`src/rtl/user_input_if.sv`:
```
`default_nettype none
// ============================================================================
// Module  : user_input_if
// Brief   : Level-in / pulse-out bundle between a slow signal source and its
//           edge-pulse generator.
// Revision: 1.0
// ============================================================================
interface user_input_if;
    logic in;
    logic out;

    modport master (output in, input out);
    modport slave  (input in, output out);
endinterface
`default_nettype wire

```
`src/rtl/user_input.sv`:
```
`default_nettype none
// ============================================================================
// Module  : user_input
// Brief   : Synchronizes a slow or asynchronous level, optionally debounces
//           it, and emits a one-cycle pulse on each accepted rising edge.
// Revision: 1.0
// ============================================================================
module user_input #(
    parameter int SYNC_STAGES     = 2,
    parameter int DEBOUNCE_CYCLES = 0
) (
    input  wire logic    clk,
    input  wire logic    reset,
    user_input_if.slave  bus
);

    localparam int C_CNT_W = (DEBOUNCE_CYCLES > 0) ? $clog2(DEBOUNCE_CYCLES + 1) : 1;

    logic [SYNC_STAGES-1:0] sync_q, sync_d;
    logic                   lvl_q, lvl_d;
    logic                   lvl_dly_q, lvl_dly_d;
    logic                   out_q, out_d;
    logic                   w_sync;

    always_comb begin
        sync_d    = sync_q;
        sync_d[0] = bus.in;
        for (int i = 1; i < SYNC_STAGES; i++) begin
            sync_d[i] = sync_q[i-1];
        end
    end

    assign w_sync = sync_q[SYNC_STAGES-1];

    generate
        if (DEBOUNCE_CYCLES == 0) begin : g_bypass
            always_comb lvl_d = w_sync;
        end else begin : g_filter
            logic [C_CNT_W-1:0] cnt_q, cnt_d;

            // The level is taken over on the D-th consecutive cycle that it disagrees.
            always_comb begin
                lvl_d = lvl_q;
                cnt_d = cnt_q;
                if (w_sync == lvl_q) begin
                    cnt_d = '0;
                end else if (cnt_q == C_CNT_W'(DEBOUNCE_CYCLES - 1)) begin
                    lvl_d = w_sync;
                    cnt_d = '0;
                end else begin
                    cnt_d = cnt_q + C_CNT_W'(1);
                end
            end

            always_ff @(posedge clk) begin
                if (reset) begin
                    cnt_q <= '0;
                end else begin
                    cnt_q <= cnt_d;
                end
            end
        end
    endgenerate

    always_comb begin
        lvl_dly_d = lvl_q;
        out_d     = lvl_q & ~lvl_dly_q;
    end

    always_ff @(posedge clk) begin
        if (reset) begin
            sync_q    <= '0;
            lvl_q     <= 1'b0;
            lvl_dly_q <= 1'b0;
            out_q     <= 1'b0;
        end else begin
            sync_q    <= sync_d;
            lvl_q     <= lvl_d;
            lvl_dly_q <= lvl_dly_d;
            out_q     <= out_d;
        end
    end

    assign bus.out = out_q;

endmodule
`default_nettype wire

```
`src/flat_wrapper.sv`:
```
// flat-port wrapper written by rule: the top's interface ports become plain ports
module user_input_flat 
#(
    parameter int SYNC_STAGES     = 2,
    parameter int DEBOUNCE_CYCLES = 0
)
  (clk, reset, bus_in, bus_out);
  user_input_if bus_i ();
  input  wire logic clk;
  input  wire logic reset;
  input wire logic [$bits(bus_i.in)-1:0] bus_in;
  output wire logic [$bits(bus_i.out)-1:0] bus_out;
  assign bus_i.in = bus_in;
  assign bus_out = bus_i.out;
  user_input #(.SYNC_STAGES(SYNC_STAGES), .DEBOUNCE_CYCLES(DEBOUNCE_CYCLES)) u_core (.clk(clk), .reset(reset), .bus(bus_i));
endmodule
```
`config.mk`:
```
export PLATFORM = sky130hd
export DESIGN_NAME = user_input_flat
export DESIGN_NICKNAME = d
export VERILOG_FILES = /design/src/rtl/user_input_if.sv /design/src/rtl/user_input.sv /design/src/flat_wrapper.sv
export SDC_FILE = /design/constraint.sdc
export NUM_CORES = 1
export LEC_CHECK = 0
export ABC_CLOCK_PERIOD_IN_PS = 1520
export CAP_MARGIN = 20
export CORE_AREA = 2 2 39 41
export DETAILED_ROUTE_END_ITERATION = 10
export DIE_AREA = 0 0 41 43
export GPL_TIMING_DRIVEN = 0
export HOLD_SLACK_MARGIN = 0.03
export PLACE_DENSITY = 0.3
export RECOVER_POWER = 50
export SETUP_SLACK_MARGIN = 0.3
export SKIP_CTS_REPAIR_TIMING = 1
export SLEW_MARGIN = 10
export SYNTH_ARGS = -nofsm -noshare
export SYNTH_HDL_FRONTEND = slang
export SYNTH_SLANG_ARGS = --single-unit
export TNS_END_PERCENT = 1
```
`constraint.sdc`:
```
create_clock -name clk -period 1.52 [get_ports clk]
set_input_delay 0.304 -clock clk [delete_from_list [all_inputs] [get_ports clk]]
set_output_delay 0.304 -clock clk [all_outputs]
set_load 0.03 [all_outputs]
```
==> load_flow_metrics.sql <==
INSERT INTO impl_metrics (metric_group, metric, value, unit) VALUES
('global_routing', 'grt-busiest-layer', 'met3', ''),
('critical_path', 'cp_top_family', 'flip-flops', ''),
('sta', 'fin_crit_sh', '0.7293', ''),
('critical_path', 'timing.critical_path.to_type', 'output port', ''),
('critical_path', 'cpMaxStageDelayCell', 'sky130_fd_sc_hd__dfxtp_1', ''),
('global_routing', 'grt_pass1_wl', '345', 'µm'),
('die', 'ioPinCount', '4', ''),
('clock_network', 'cts_buffer_depth', '2', ''),
('global_routing', 'globalRouteMet2Util', '0.03438', ''),
('global_routing', 'grt_start_max_net_pins', '6', ''),
('synthesis', 'synth_fp_nets', '13', ''),
('synthesis', 'postSynthRegisterBits', '5', ''),
('sta', 'finalHoldViolCount', '0', ''),
('critical_path', 'setup.worst_path.start_class', 'flip-flop', ''),
('sta', 'worst-slew-pin-transition', '313.5', 'ps'),
('sta', 'tns', '0', 'ps'),
('route', 'drt_first_iter_violations', '0', ''),
('route', 'num_vias', '89', ''),
('die', 'initial_core_util', '0.09946', ''),
('die', 'floorplan.die_area', '1763', 'µm²'),
('synthesis', 'synth_top_cell_area_share', '0.7273', ''),
('worst_hold_path', 'timing.hold.worst.class', 'reg2reg', ''),
('critical_path', 'critical_path_buf_inv_count', '1', ''),
('synthesis', 'post-synth-top-count-cell', 'sky130_fd_sc_hd__dfxtp_1', ''),
('global_routing', 'grt_antenna_before_repair', '0', ''),
('job', 'max_cap_violation_count', '0', ''),
('clock_network', 'clkSinkCount', '5', ''),
('route', 'detail_route.wl_per_cell', '5.303', 'µm'),
('finish', 'drive_gt1_frac', '0.2353', ''),
('critical_path', 'timing.setup.critical_path_class', 'reg2out', ''),
('critical_path', 'crit_path_max_fanout', '1', ''),
('synthesis', 'synth_edf_count', '0', ''),
('die', 'chipWidth', '41', 'µm'),
('clock_network', 'clk_pin_slew', '40', 'ps'),
('power', 'finalPower', '0.2960', 'mW'),
('synthesis', 'synth_warnings', '0', ''),
('outcome', 'outcome', 'finished clean', ''),
('global_routing', 'globalRouteTotalUtil', '0.03916', ''),
('synthesis', 'portion_of_the_post_synthesis_area_used_by_sequential_elements', '0.7273', ''),
('sta', 'setup_viol_count_final', '0', ''),
('finish', 'diodes', '0', ''),
('placement', 'final_wtd_congestion', '0.5269', ''),
('route', 'route.detailed.drc', '0', ''),
('synthesis', 'yosysTopAreaCell', 'sky130_fd_sc_hd__dfxtp_1', ''),
('sta', 'fmaxAchievable', '902.2', 'MHz'),
('placement', 'placement.io_buffers', '3', ''),
('sta', 'fin_worst_skew', '0.2457', 'ps'),
('clock_network', 'insertion_delay', '230', 'ps'),
('synthesis', 'synth-main-ff-cell', 'sky130_fd_sc_hd__dfxtp_1', ''),
('clock_network', 'cts_htree_levels', '1', ''),
('synthesis', 'syn_area', '137.6', 'µm²'),
('synthesis', 'synth.avg_cell_area', '13.76', 'µm²'),
('critical_path', 'arrival_time_reported_for_the_critical_path_endpoint', '800', 'ps'),
('critical_path', 'critPathMaxStageDelay', '290', 'ps'),
('power', 'max_vdd_drop', '332.4', 'µV'),
('route', 'final_wirelength', '175', 'µm'),
('global_routing', 'grt.met3_usage', '0.07853', ''),
('sta', 'headroom_to_the_max_slew_limit', '0.7907', ''),
('route', 'via_per_inst', '2.697', ''),
('synthesis', 'synth_top_cells_by_area', 'sky130_fd_sc_hd__dfxtp_1 73%, sky130_fd_sc_hd__nor2b_1 18%, sky130_fd_sc_hd__nor3b_2 9.1%', ''),
('synthesis', 'netlist_instances', '10', ''),
('finish', 'layout-area-overhead-vs-synth', '57.27', '%'),
('global_routing', 'gr-usage-met1', '0.03215', ''),
('clock_network', 'clk_root_buffer_cell', 'sky130_fd_sc_hd__clkbuf_4', ''),
('synthesis', 'synth_common_cells', '5 x sky130_fd_sc_hd__dfxtp_1, 4 x sky130_fd_sc_hd__nor2b_1, 1 x sky130_fd_sc_hd__nor3b_2', ''),
('global_routing', 'first_global_vias', '83', ''),
('die', 'die_height', '43', 'µm'),
('finish', 'layout_filler_cell_count', '155', ''),
('die', 'rows', '14', ''),
('die', 'core_area', '1384', 'µm²'),
('global_routing', 'grt-ovfl-total', '0', '');
## cells in the final DEF (no fill, tap or decap)
master                            netlist  routed
sky130_fd_sc_hd__dlymetal6s2s_1         0       1
sky130_fd_sc_hd__dfxtp_1                5       5
sky130_fd_sc_hd__dlygate4sd3_1          0       1
sky130_fd_sc_hd__clkdlybuf4s50_1        0       1
sky130_fd_sc_hd__clkbuf_4               0       3
sky130_fd_sc_hd__nor2b_1                4       4
sky130_fd_sc_hd__nor3b_2                1       1
sky130_fd_sc_hd__clkbuf_1               0       1
## registers in the layout (all words and copies together), names as in the netlist
| name | count |
|---|---|
| u_core.bus.out | 1 |
| u_core.lvl_dly_q | 1 |
| u_core.sync_q | 2 |
| u_core.lvl_dly_d | 1 |
## kinds of logic after synthesis
| kind of cell | after synthesis | synth area share |
|---|---|---|
| AND/OR/NAND/NOR | 5 | 0.2727 |
| flip-flops | 5 | 0.7273 |
## path summary, 6_finish.rpt
check,slack (ps),depth (start not counted),end,startpoint
hold / removal,400,1,u_core.bus.out$_SDFF_PP0_,u_core.lvl_dly_q$_SDFF_PP0_
setup / recovery,410,1,bus_out,u_core.bus.out$_SDFF_PP0_
setup reg to reg,970,1,u_core.bus.out$_SDFF_PP0_,u_core.lvl_dly_d$_SDFF_PP0_
hold reg to reg,400,1,u_core.bus.out$_SDFF_PP0_,u_core.lvl_dly_q$_SDFF_PP0_
## metal layers
layer,vias to the layer above,part of all wire
met5,-,0
met4,0,0
met3,0,0.18
met2,6,0.37
met1,38,0.44
li1,45,-
## stage by stage
step	std cells	hold WS, ps	setup WS [ps]	area (µm²)	util
2_1_floorplan	10	373.5	756.7	137.6	-
3_3_place_gp	29	396.2	276.2	187.7	0.1356
3_5_place_dp	29	397.5	272.6	187.7	0.1356
4_1_cts	33	407.9	15.05	214.0	0.1546
5_1_grt	33	420.5	346.3	216.5	0.1564
6_report	33	401.8	411.5	216.5	0.1564
## report_power, final
group / switching [mW] / leakage [nW] / internal (mW)
logic: 0.00403 / 0.0424 / 0.00695
registers: 0.000901 / 0.0409 / 0.136
clock network: 0.0495 / 0.0150 / 0.0989
## layout make-up
type                       instances  area (µm²)  area share
sequential                         5       100.1      0.4624
multi-input combinational          5       37.54      0.1734
timing repair buffer               3       32.53      0.1503
clock buffer                       4       26.28      0.1214
tap                               16       20.02     0.09249
(Power assumes the default switching activity.)
